`src/rtl/alu_exec_stage.sv`:
```
`default_nettype none
// ============================================================================
// Module      : alu_exec_stage
// Description : EX-stage execution unit. Takes operands, a 4-bit ALUOp and a
//               destination tag over a valid/ready handshake, computes the
//               result together with branch, overflow and illegal-op flags,
//               and presents everything to MEM one cycle later. Supports
//               backpressure (stall) and flush (branch mispredict).
// Ports       : clk, reset (async, active-high), flush
//               in_valid / in_ready / in_alu_op / in_a / in_b / in_tag
//               out_valid / out_ready / out_result / out_tag
//               out_branch / out_ovf / out_illegal
// Revision    : 1.0 - initial release
// ============================================================================
module alu_exec_stage #(
   parameter int DATA_WIDTH = 16,
   parameter int TAG_WIDTH  = 2
) (
   input  logic                  clk,
   input  logic                  reset,
   input  logic                  flush,
   input  logic                  in_valid,
   output logic                  in_ready,
   input  logic [3:0]            in_alu_op,
   input  logic [DATA_WIDTH-1:0] in_a,
   input  logic [DATA_WIDTH-1:0] in_b,
   input  logic [TAG_WIDTH-1:0]  in_tag,
   output logic                  out_valid,
   input  logic                  out_ready,
   output logic [DATA_WIDTH-1:0] out_result,
   output logic [TAG_WIDTH-1:0]  out_tag,
   output logic                  out_branch,
   output logic                  out_ovf,
   output logic                  out_illegal
);

   localparam logic [3:0] c_OP_ADD   = 4'b0000;
   localparam logic [3:0] c_OP_SUB   = 4'b0001;
   localparam logic [3:0] c_OP_PASSA = 4'b0010;
   localparam logic [3:0] c_OP_NOT   = 4'b0011;
   localparam logic [3:0] c_OP_AND   = 4'b0100;
   localparam logic [3:0] c_OP_OR    = 4'b0101;
   localparam logic [3:0] c_OP_BNE   = 4'b0110;
   localparam logic [3:0] c_OP_BEQ   = 4'b0111;
   localparam logic [3:0] c_OP_BGZ   = 4'b1000;
   localparam logic [3:0] c_OP_BLZ   = 4'b1001;
   localparam logic [3:0] c_OP_PASSB = 4'b1010;
   localparam logic [3:0] c_OP_SHL   = 4'b1100;
   localparam logic [3:0] c_OP_SHR   = 4'b1101;
   localparam logic [3:0] c_OP_TCP   = 4'b1110;

   localparam int c_MSB = DATA_WIDTH - 1;

   logic                  r_valid;
   logic [DATA_WIDTH-1:0] r_result;
   logic [TAG_WIDTH-1:0]  r_tag;
   logic                  r_branch;
   logic                  r_ovf;
   logic                  r_illegal;

   logic                  w_inReady;
   logic                  w_accept;
   logic [DATA_WIDTH-1:0] w_sum;
   logic [DATA_WIDTH-1:0] w_diff;
   logic [DATA_WIDTH-1:0] w_nextResult;
   logic                  w_nextBranch;
   logic                  w_nextOvf;
   logic                  w_nextIllegal;

   // Space is available when the output slot is empty or being drained
   // this cycle; this is what allows back-to-back ops with no bubble.
   assign w_inReady = !r_valid | out_ready;
   assign w_accept  = in_valid & w_inReady & !flush;

   assign w_sum  = in_a + in_b;
   assign w_diff = in_a - in_b;

   always_comb begin
      w_nextResult  = '0;
      w_nextBranch  = 1'b0;
      w_nextOvf     = 1'b0;
      w_nextIllegal = 1'b0;
      case (in_alu_op)
         c_OP_ADD: begin
            w_nextResult = w_sum;
            w_nextOvf    = (in_a[c_MSB] == in_b[c_MSB]) & (w_sum[c_MSB] != in_a[c_MSB]);
         end
         c_OP_SUB: begin
            w_nextResult = w_diff;
            w_nextOvf    = (in_a[c_MSB] != in_b[c_MSB]) & (w_diff[c_MSB] != in_a[c_MSB]);
         end
         c_OP_PASSA: w_nextResult = in_a;
         c_OP_NOT:   w_nextResult = ~in_a;
         c_OP_AND:   w_nextResult = in_a & in_b;
         c_OP_OR:    w_nextResult = in_a | in_b;
         c_OP_PASSB: w_nextResult = in_b;
         c_OP_SHL:   w_nextResult = {in_a[c_MSB-1:0], 1'b0};
         c_OP_SHR:   w_nextResult = {in_a[c_MSB], in_a[c_MSB:1]};
         c_OP_TCP:   w_nextResult = '0 - in_a;
         // Compare ops leave the result at zero and only drive the branch flag.
         c_OP_BNE:   w_nextBranch = (in_a != in_b);
         c_OP_BEQ:   w_nextBranch = (in_a == in_b);
         c_OP_BGZ:   w_nextBranch = !in_a[c_MSB] & (|in_a);
         c_OP_BLZ:   w_nextBranch = in_a[c_MSB];
         default:    w_nextIllegal = 1'b1;   // 1011 and 1111
      endcase
   end

   always_ff @(posedge clk or posedge reset) begin
      if (reset) begin
         r_valid   <= 1'b0;
         r_result  <= '0;
         r_tag     <= '0;
         r_branch  <= 1'b0;
         r_ovf     <= 1'b0;
         r_illegal <= 1'b0;
      end else if (flush) begin
         // Kills both the held op and any incoming op.
         r_valid <= 1'b0;
      end else if (w_accept) begin
         r_valid   <= 1'b1;
         r_result  <= w_nextResult;
         r_tag     <= in_tag;
         r_branch  <= w_nextBranch;
         r_ovf     <= w_nextOvf;
         r_illegal <= w_nextIllegal;
      end else if (out_ready) begin
         r_valid <= 1'b0;
      end
   end

   assign in_ready    = w_inReady;
   assign out_valid   = r_valid;
   assign out_result  = r_result;
   assign out_tag     = r_tag;
   assign out_branch  = r_branch;
   assign out_ovf     = r_ovf;
   assign out_illegal = r_illegal;

endmodule
`default_nettype wire
```
`config.mk`:
```
export PLATFORM = sky130hd
export DESIGN_NAME = alu_exec_stage
export DESIGN_NICKNAME = d
export VERILOG_FILES = /design/src/rtl/alu_exec_stage.sv
export SDC_FILE = /design/constraint.sdc
export NUM_CORES = 1
export LEC_CHECK = 0
export CORE_MARGIN = 5
export CORE_UTILIZATION = 51
export DETAILED_ROUTE_END_ITERATION = 10
export GPL_TIMING_DRIVEN = 0
export HOLD_SLACK_MARGIN = 0.08
export PLACE_DENSITY = 0.81
export SYNTH_ARGS = -nofsm -noshare
export SYNTH_HDL_FRONTEND = slang
export SYNTH_SLANG_ARGS = --single-unit
```
`constraint.sdc`:
```
create_clock -name clk -period 1.6 [get_ports clk]
set_input_delay 0.24 -clock clk [delete_from_list [all_inputs] [get_ports clk]]
set_output_delay 0.24 -clock clk [all_outputs]
set_load 0.01 [all_outputs]
```
# Word level (Yosys, flattened, before mapping)
# Index checks and enable logic that the tools add are counted.
[classes]
muxes = 7
n_addsub = 3
bitwise_logic = 10
n_eq_ne = 19
reduce_logical = 8
[ops]
columns = ["op", "n"]
rows = [
  ["case mux 16 bit (10 select lines)", 1],
  ["== test 4 bit (second input constant)", 6],
  ["adder 16 bit", 1],
  ["bitwise AND 16 bit", 1],
  ["== test 16 bit", 1],
  ["== test 4 x 3 -> 1 bit (second input constant)", 4],
  ["inequality test 16 bit", 1],
  ["NOT 16 bit", 1],
  ["bitwise OR 16 bit", 1],
  ["OR reduction 16 bit", 1],
  ["subtractor 1 x 16 -> 16 bit (first input constant)", 1],
  ["subtractor 16 bit", 1],
  ["OR reduction 14 bit", 1],
  ["== test 4 x 2 -> 1 bit (second input constant)", 2],
  ["bitwise AND 1 bit", 5],
  ["== test 4 x 1 -> 1 bit (second input constant)", 1],
  ["zero test 4 bit", 1],
  ["2-to-1 mux 1 bit", 4],
  ["case mux 1 bit (4 select lines)", 1],
  ["zero test 1 bit", 3],
  ["inequality test 1 bit", 3],
  ["nonzero test 3 bit", 1],
  ["case mux 1 bit (2 select lines)", 1],
  ["AND reduction 2 bit", 1],
  ["other kinds (3)", 3],
]
[totals]
out_inout_bits = 23
wordCells = 53
reg_bits = 22
in_bits = 43

# Logic depth before layout (Yosys ltp)
# Gate-level depths: netlist of run 1.
[depth]
word_depth = 6
mapped_depth = 11
ltp_nobuf = 11

# Least setup slack after synthesis of run 1
# OpenSTA, ideal clock, no wires.
[synth_path]
path_type = "input to register"
start = "input port in_a[6]"
end = "register r_result[14] (netlist: out_result[14])"
t_arrival_ns = 2.259
slack_ns = -0.809
setup_time_ns = 0.150
t_required_ns = 1.450
cell_stages = 11
path_buffers = 2
cell_sequence = "buf_4 > inv_1 > ha_1 > clkbuf_1 > nor2b_1 > o41ai_1 > a21oi_1 > a311oi_1 > nand2_1 > a221oi_1 > o311ai_0"
[synth_via]
elab_chain_cells = 2
elab_cells_between_ends = 4
classes_between = "add/sub (3); mux (1)"
[synth_rtl]
columns = ["item", "line", "text"]
rows = [
  ["start: declaration", "25", "input logic [DATA_WIDTH-1:0] in_a,"],
  ["subtractor 1 x 16 -> 16 bit (tied with other cells)", "99", "c_OP_TCP: w_nextResult = '0 - in_a;"],
  ["case mux 16 bit (10 select lines) (*)", "83", "case (in_alu_op)"],
  ["end signal: assignment", "122", "r_result <= w_nextResult;"],
  ["end: declaration", "55", "logic [DATA_WIDTH-1:0] r_result;"],
]
# Mark *: on every way between the ends. The rest lies on a longest branch, timed or not.
# A chain may end at the register's enable or synchronous reset.

# Worst setup path in the final report of run 1
[layout_path]
start = "input port in_a[1]"
end = "register r_result[15] (netlist: out_result[15])"
# Same word-level chain as after synthesis.

==> results of run 1 <==
==> per-layer routing <==
layer  wire length, um  vias up  GRT usage
met4              1740        0     0.2082
met1              7427     2801     0.4486
met5                 0        -          0
met2              9153      559     0.5632
li1                  -     2480          -
met3              2865      205    0.09725
==> worst max-delay path by stage <==
stage	from	end	slack, ps	depth (start not counted)
final	in_a[1]	out_result[15]	-650	10
after global routing	in_a[1]	out_result[13]	-720	12
after CTS	in_a[3]	out_result[12]	-660	10
after detailed placement	in_a[9]	out_result[15]	-1950	11
after global placement	in_a[9]	out_result[15]	-1940	11
after floorplan	in_a[6]	out_result[13]	-640	11
==> layout make-up <==
cell class / count / area share
buffer: 34 / 0.05939
clock buffer: 4 / 0.007942
sequential: 22 / 0.07942
timing repair buffer: 151 / 0.1948
inverter: 50 / 0.03448
multi-input combinational: 477 / 0.6045
tap: 108 / 0.01949
==> metrics by stage <==
step	worst slack [ps]	power, uW
6_report	-652.9	3480
4_1_cts	-657.5	3182
2_1_floorplan	-644.7	1749
5_1_grt	-716.2	3595
3_3_place_gp	-1944	2349
3_5_place_dp	-1949	2377
==> cells in the final DEF, fill, tap and decap left out, types with 5 or more instances in the layout <==
| cell type | count |
|---|---|
| sky130_fd_sc_hd__o21ai_1 | 7 |
| sky130_fd_sc_hd__o21a_1 | 5 |
| sky130_fd_sc_hd__nor2_4 | 9 |
| sky130_fd_sc_hd__a21o_1 | 8 |
| sky130_fd_sc_hd__dfrtp_1 | 22 |
| sky130_fd_sc_hd__inv_4 | 5 |
| sky130_fd_sc_hd__buf_6 | 21 |
| sky130_fd_sc_hd__clkdlybuf4s50_1 | 32 |
| sky130_fd_sc_hd__a22oi_1 | 8 |
| sky130_fd_sc_hd__nand3_1 | 9 |
| sky130_fd_sc_hd__clkbuf_8 | 18 |
| sky130_fd_sc_hd__a221oi_2 | 7 |
| sky130_fd_sc_hd__o22ai_1 | 9 |
| sky130_fd_sc_hd__o221ai_1 | 7 |
| sky130_fd_sc_hd__a211o_1 | 5 |
| sky130_fd_sc_hd__a211oi_1 | 10 |
| sky130_fd_sc_hd__nor3_1 | 8 |
| sky130_fd_sc_hd__nand2b_1 | 8 |
| sky130_fd_sc_hd__o21ai_0 | 20 |
| sky130_fd_sc_hd__buf_8 | 7 |
| sky130_fd_sc_hd__o21bai_1 | 5 |
| sky130_fd_sc_hd__mux2i_1 | 6 |
| sky130_fd_sc_hd__a221o_1 | 6 |
| sky130_fd_sc_hd__nor2b_1 | 8 |
| sky130_fd_sc_hd__buf_2 | 11 |
| sky130_fd_sc_hd__xnor2_1 | 19 |
| sky130_fd_sc_hd__o211ai_1 | 11 |
| sky130_fd_sc_hd__ha_1 | 31 |
| sky130_fd_sc_hd__xor2_1 | 7 |
| sky130_fd_sc_hd__ha_4 | 18 |
| sky130_fd_sc_hd__buf_12 | 6 |
| sky130_fd_sc_hd__buf_4 | 82 |
| sky130_fd_sc_hd__nor2_1 | 42 |
| sky130_fd_sc_hd__nand2_1 | 43 |
| sky130_fd_sc_hd__a21oi_1 | 31 |
| sky130_fd_sc_hd__nor4_4 | 5 |
| sky130_fd_sc_hd__inv_1 | 25 |
| sky130_fd_sc_hd__inv_2 | 13 |
==> registers in the layout, indices dropped and copies added (netlist names) <==
register and flops:
out_illegal 1, out_result 16, out_branch 1, out_tag 2, out_valid 1, out_ovf 1
==> critical path: cells and delay by family <==
kind                       cells  cell delay, ps
AOI/OAI and AO/OA              4            1300
and+or+nand+nor                2             340
adders and majority gates      1             230
buffers and inverters          3             340
==> logic make-up (layout without fill, tap and decap cells) <==
kind of cell,after synthesis,count (layout),share of synthesized area
buf+inv,92,239,0.1024
xor+xnor,28,28,0.05517
flops,22,22,0.1238
fa+ha+maj,53,53,0.1525
compound gates,209,209,0.3335
mux,11,11,0.03124
simple gates,176,176,0.2012
==> power groups by stage <==
stage	sequential, uW	clock, uW	combinational, uW
2_1_floorplan	712	0	1040
3_3_place_gp	679	0	1670
3_5_place_dp	683	0	1690
4_1_cts	671	457	2050
5_1_grt	676	479	2440
6_report	671	471	2340
==> repair_timing <==
action | 4_1_cts | 5_1_grt
resized for setup | 294 | 54
buffers inserted | 68 | 21
pin swaps | 75 | 66
setup endpoints to repair | 21 | 19
==> summary.md, run 1 <==
| Metric | Value |
|---|---|
| Antenna violations before repair | `0` |
| Clk_skew | `5.467 ps` |
| Post-DP HPWL | `13,270 um` |
| Largest net degree at the start of global routing | `23` |
| Most common cell in the synthesized netlist | `sky130_fd_sc_hd__nor2_1` |
| Average wire per cell in the routed design | `25.04 um` |
| Commonest cells in the synthesized netlist | `sky130_fd_sc_hd__nor2_1, sky130_fd_sc_hd__ha_1, sky130_fd_sc_hd__inv_1, sky130_fd_sc_hd__nand2_1, sky130_fd_sc_hd__a21oi_1` |
| Count of inserted antenna diode cells | `0` |
| FILL cells | `540` |
| Leakage dissipation | `0.002894 uW` |
| Reg-to-reg startpoint | `out_valid` |
| Worst min path class | `in2reg` |
| Kind of critical path | `in2reg` |
| Placed Cells incl. Taps | `762` |
| Int Power | `1950 uW` |
| Post-Layout Inst Area | `0.006932 mm2` |
| Cell type with the largest total area after synthesis | `sky130_fd_sc_hd__ha_1` |
| Share of the cycle needed by the critical path after routing | `1.408` |
| Number of hold buffers added after cts | `0` |
| Slew Limit Fails | `0` |
| Cells taking the most area after synthesis | `sky130_fd_sc_hd__ha_1, sky130_fd_sc_hd__dfrtp_1, sky130_fd_sc_hd__nor2_1` |
| Yosys reg bits | `22` |
| Effective utilization at floorplan | `0.5173` |
| Final weighted congestion in routability-driven placement | `0.9624` |
| Hold slack final | `420.0 ps` |
| CTS tree | `yes` |
| Req. time, crit path | `1810 ps` |
| TNS Setup | `-7977 ps` |
| Proportion of netlist area held by the largest area contributor | `0.1435` |
| Setup slack of the most critical reg-to-reg path | `-290 ps` |
| Global-route wire length before repair | `29,730 um` |
| Total routing usage reported by global routing | `0.3618` |
| Cells along the critical path | `buf_12 -> clkinvlp_4 -> buf_6 -> ha_4 -> a211oi_4 -> o211ai_1 -> nand4_1 -> nand2b_1 -> a2111o_1 -> a221oi_2` |
| Placeable core area | `0.008593 mm2` |
| Number of input and output port buffers inserted | `63` |
| Worst reg-to-reg path cell count | `8` |
| Overall die height | `103.4 um` |
| Maximum fanout along the worst path | `4` |
| Net switching power figure | `1530 uW` |
| CTS clock-pin slew for the worst setup and hold paths | `100 ps` |
| Net Count, Synth | `687` |
| Result of the run | `finished with violations` |
| Area taken by flip-flops and latches | `550.5 um2` |
| Sort of element at the start of the critical path | `input port` |
| Die Outline Area | `0.01068 mm2` |
| Largest buffer count on any clock path | `2` |
| Core utilization of the finished layout | `0.8066` |
| Worst-Margin Slew | `997.9 ps` |
| Final Hold Vio Count | `0` |
| Maximum resistive drop on vdd | `0.3042 mV` |
| Buffer type at the clock tree root | `sky130_fd_sc_hd__clkbuf_8` |
| Proportion of layout cells with a drive suffix above 1 | `0.3943` |
| Most common flop cell mapped by yosys | `sky130_fd_sc_hd__dfrtp_1` |
| Count of cells along the worst hold path | `3` |
| Total power divided by cell area | `502.1 mW/mm2` |
| NumNets Final | `835` |
| Number of placed I/O pins | `66` |
| End of the worst hold path | `out_result[5]` |
| Number of distinct library cells after synthesis | `70` |
| Yosys warning total | `0` |
| Switching share of total power | `0.4397` |
| Antenna violation net count after detailed routing | `0` |
| Area of the multi-input gates | `0.004190 mm2` |
| Maximum clock frequency | `443.9 MHz` |
| Clock buffers created by TritonCTS | `3` |
| Share of total power in the clock network | `0.135` |
| Post-Syn Area per Cell | `7.522 um2` |
| Later-pin clock latency in the skew report | `290 ps` |
| Final setup viols | `17` |
| H-tree depth reported by CTS | `1` |
| Cell area reported after detailed placement | `0.005488 mm2` |
| Max-cap viol count | `0` |
| Relative contribution of sequential cells to total power | `0.193` |
| Clk sinks | `22` |
| Min-Delay Startpoint | `in_b[5]` |
| Starting DRT DRC Count | `1,175` |
| Width of the die | `103.4 um` |
| Global route overflow | `0` |
| Total number of placement rows | `34` |
| R2r endpoint | `out_result[8]` |
| Longest individual stage delay on the worst path | `440 ps` |
| Number of search-and-repair iterations in the first detailed-routing pass | `6` |
| Endpoint kind of the worst setup timing path | `register` |
| Detailed-route wire length | `21,190 um` |
| Number of design rule violations left after detail routing | `0` |
| Post-layout worst setup margin | `-652.9 ps` |
| Sequential cell area fraction in the yosys report | `0.1238` |
| Failing checks | `negative setup slack` |
| Worst slew margin | `0.3340` |
| Data arrival time of the worst path | `2460 ps` |
| Synthesized instance count | `591` |
| Number of vias per cell after detailed routing | `7.145` |
| Unrepaired setup endpoints after global routing | `true` |
| Total number of vias | `6,045` |
| Proportion of register bits with asynchronous set or reset after synthesis | `1.000` |
| Synthesized area | `0.004446 mm2` |
| Final cell count without fillers | `846` |
| Number of enable-type register cells in the synthesized netlist | `0` |
| Relative area change from synthesis to final layout | `55.92%` |
| Via count of the first global-routing pass | `5,620` |
| Max stage delay cell, worst path | `sky130_fd_sc_hd__a2111o_1` |
| Logic pwr share | `0.672` |
| Min Tclk post-route | `2253 ps` |
No activity file was read; power rests on OpenSTA's default activity.
==> inputs of run 2 (changes only) <==
==> constraint.sdc (replaced) <==
create_clock -name clk -period 1.9 [get_ports clk]
set_input_delay 0.285 -clock clk [delete_from_list [all_inputs] [get_ports clk]]
set_output_delay 0.285 -clock clk [all_outputs]
set_load 0.01 [all_outputs]
==> summary.md, run 2 (synthesis results as in run 1) <==
| Metric | Value |
|---|---|
| Cell family contributing the most delay on the critical path | `compound AO/OA/AOI/OAI gates` |
| Final total power | `2701 uW (-22%)` |
| Placeable core area | `0.008593 mm2 (unchanged)` |
| Buffers & Inverters on Critical Path | `5 (+2)` |
| Number of vias per cell after detailed routing | `6.787 (-5.0%)` |
| Via count of the first global-routing pass | `5,319 (-5.4%)` |
| Min Tclk post-route | `2341 ps` |
| Hold slack final | `428.7 ps (+8.663 ps)` |
| Number of input and output port buffers inserted | `63 (unchanged)` |
| Total number of placement rows | `34 (unchanged)` |
| Average wire per cell in the routed design | `22.85 um (-8.8%)` |
| Slew Limit Fails | `0 (unchanged)` |
| Antenna violations before repair | `0 (unchanged)` |
| CTS clock-pin slew for the worst setup and hold paths | `100 ps (about the same)` |
| Most common cell after layout, fill and taps aside | `sky130_fd_sc_hd__buf_4` |
| CTS tree | `yes` |
| Count of inserted antenna diode cells | `0 (unchanged)` |
| Overall die height | `103.4 um (unchanged)` |
| Failing checks | `negative setup slack` |
| Number of flip-flops in the largest register | `16 (unchanged)` |
| Count of cells along the worst hold path | `4 (+1)` |
| Number of hold buffers added after cts | `0 (unchanged)` |
| Leakage dissipation | `0.002692 uW (-7.0%)` |
| Effective utilization at floorplan | `0.5173 (unchanged)` |
| Antenna violation net count after detailed routing | `0 (unchanged)` |
| Number of design rule violations left after detail routing | `0 (unchanged)` |
| Endpoint kind of the worst setup timing path | `register` |
| Switching share of total power | `0.4379 (-0.001816)` |
| H-tree depth reported by CTS | `1 (unchanged)` |
| Kind of critical path | `in2reg` |
| Leading cell types in the layout, fill and taps excluded | `sky130_fd_sc_hd__buf_4, sky130_fd_sc_hd__nand2_1, sky130_fd_sc_hd__nor2_1` |
| Die Outline Area | `0.01068 mm2 (unchanged)` |
| Data arrival time of the worst path | `2500 ps (+40 ps)` |
| Post-layout worst setup margin | `-441.1 ps (+211.8 ps)` |
| Width of the die | `103.4 um (unchanged)` |
| Sort of element at the start of the critical path | `input port` |
| Maximum fanout along the worst path | `4 (unchanged)` |
| Total routing usage reported by global routing | `0.3419 (-0.01994)` |
| Min-Delay Startpoint | `in_b[1]` |
| Final Hold Vio Count | `0 (unchanged)` |
| Number of search-and-repair iterations in the first detailed-routing pass | `8 (+2)` |
| Core utilization of the finished layout | `0.7555 (-0.05111)` |
| Relative contribution of sequential cells to total power | `0.210 (+0.017)` |
| Req. time, crit path | `2060 ps (+250 ps)` |
| Largest net degree at the start of global routing | `23 (unchanged)` |
| Total power divided by cell area | `415.9 mW/mm2 (-17%)` |
| Starting DRT DRC Count | `749 (-36%)` |
| Net switching power figure | `1183 uW (-23%)` |
| Worst min path class | `in2reg` |
| Setup slack of the most critical reg-to-reg path | `-110 ps (+180 ps)` |
| Cell area reported after detailed placement | `0.005440 mm2 (-0.87%)` |
| Global-route wire length before repair | `28,460 um (-4.3%)` |
| Share of the cycle needed by the critical path after routing | `1.232` |
| Proportion of layout cells with a drive suffix above 1 | `0.3538 (-0.04046)` |
| Buffer type at the clock tree root | `sky130_fd_sc_hd__clkbuf_8` |
| Max-cap viol count | `0 (unchanged)` |
| Clk sinks | `22 (unchanged)` |
| Share of total power in the clock network | `0.126 (-0.009)` |
| Longest individual stage delay on the worst path | `360 ps (-80 ps)` |
| Clk_skew | `4.252 ps (-1.214 ps)` |
| Unrepaired setup endpoints after global routing | `true` |
| Total number of vias | `5,586 (-7.6%)` |
| Largest buffer count on any clock path | `2 (unchanged)` |
| Worst-Margin Slew | `932.4 ps (-65.53 ps)` |
| Final weighted congestion in routability-driven placement | `0.9713 (+0.92%)` |
| Cells along the critical path | `buf_12 -> clkinvlp_4 -> buf_6 -> ha_4 -> or2_4 -> a221oi_4 -> o211ai_1 -> o211ai_1 -> buf_4 -> buf_6 -> o31ai_2 -> a211oi_2 -> a221oi_2` |
| Int Power | `1518 uW (-22%)` |
| Maximum resistive drop on vdd | `0.2178 mV (-28%)` |
| Number of placed I/O pins | `66 (unchanged)` |
| Post-Layout Inst Area | `0.006492 mm2 (-6.3%)` |
| R2r endpoint | `out_result[15]` |
| Clock buffers created by TritonCTS | `3 (unchanged)` |
| Post-DP HPWL | `13,120 um (-1.1%)` |
| Maximum clock frequency | `427.1 MHz` |
| Worst reg-to-reg path cell count | `7 (-1)` |
| Global route overflow | `0 (unchanged)` |
| NumNets Final | `813 (-2.6%)` |
| Result of the run | `finished with violations` |
| Logic pwr share | `0.664 (-0.008)` |
| TNS Setup | `-3757 ps (+4220 ps)` |
| Worst slew margin | `0.3777 (+0.04374)` |
| Reg-to-reg startpoint | `out_valid` |
| Final setup viols | `15 (-2)` |
| Later-pin clock latency in the skew report | `280 ps (about the same)` |
| Relative area change from synthesis to final layout | `46.05%` |
| End of the worst hold path | `out_result[1]` |
| Max stage delay cell, worst path | `sky130_fd_sc_hd__a221oi_4` |
| Detailed-route wire length | `18,810 um (-11%)` |
-- run 2: final cells by class --
type	instances	area, um2
Sequential cell	22	550.5
Multi-Input combinational cell	477	4041
Clock buffer	3	41.29
Tap cell	108	135.1
Fill cell	641	2101
Timing Repair Buffer	128	1144
Inverter	50	230.2
Buffer	35	350.3
-- run 2: worst max-delay path by stage --
stage	slack, ps	end	from	cells past startpoint
CTS	-360	out_result[12]	in_a[1]	10
global route	-480	out_result[15]	in_a[1]	13
finish	-440	out_result[15]	in_a[1]	13
floorplan	-390	out_result[13]	in_a[6]	11
global placement	-1840	out_result[15]	in_a[9]	11
detailed placement	-1820	out_result[15]	in_a[9]	11
-- run 2: through the flow --
| step | std cells | setup WS, ps |
|---|---|---|
| final | 823 | -441.1 |
| after global routing | 823 | -476.6 |
| after CTS | 816 | -355.5 |
| after detailed placement | 762 | -1821 |
| after global placement | 762 | -1837 |
| after floorplan | 591 | -389.7 |
-- run 2: worst reg2reg max path, stage by stage (launching register included) --
cell and delay, ps:
sky130_fd_sc_hd__dfrtp_1 390, sky130_fd_sc_hd__nand2b_1 120, sky130_fd_sc_hd__nand3b_1 230, sky130_fd_sc_hd__buf_4 220, sky130_fd_sc_hd__a22o_1 220, sky130_fd_sc_hd__a211o_1 310
sky130_fd_sc_hd__a211oi_1 290, sky130_fd_sc_hd__a221oi_2 110
-- run 2: metal layers --
metal  up-vias  wire length (um)  global-route usage
li1       2443                 -                   -
met1      2592              7206              0.4635
met2       448              8247              0.5358
met3       103              2380             0.05701
met4         0               971              0.1444
met5         -                 0                   0
-- run 2: repair_timing --
item / 4_1_cts / 5_1_grt
resized for setup: 281 / 33
setup endpoints to repair: 20 / 18
setup buffers: 58 / 7
pin swaps: 68 / 47
-- run 2: power by group through the flow --
stage | registers [uW] | clock network [uW] | logic [uW]
2_1_floorplan | 600 | 0 | 864
3_3_place_gp | 574 | 0 | 1390
3_5_place_dp | 577 | 0 | 1410
4_1_cts | 567 | 331 | 1670
6_report | 568 | 339 | 1790
5_1_grt | 573 | 350 | 1890
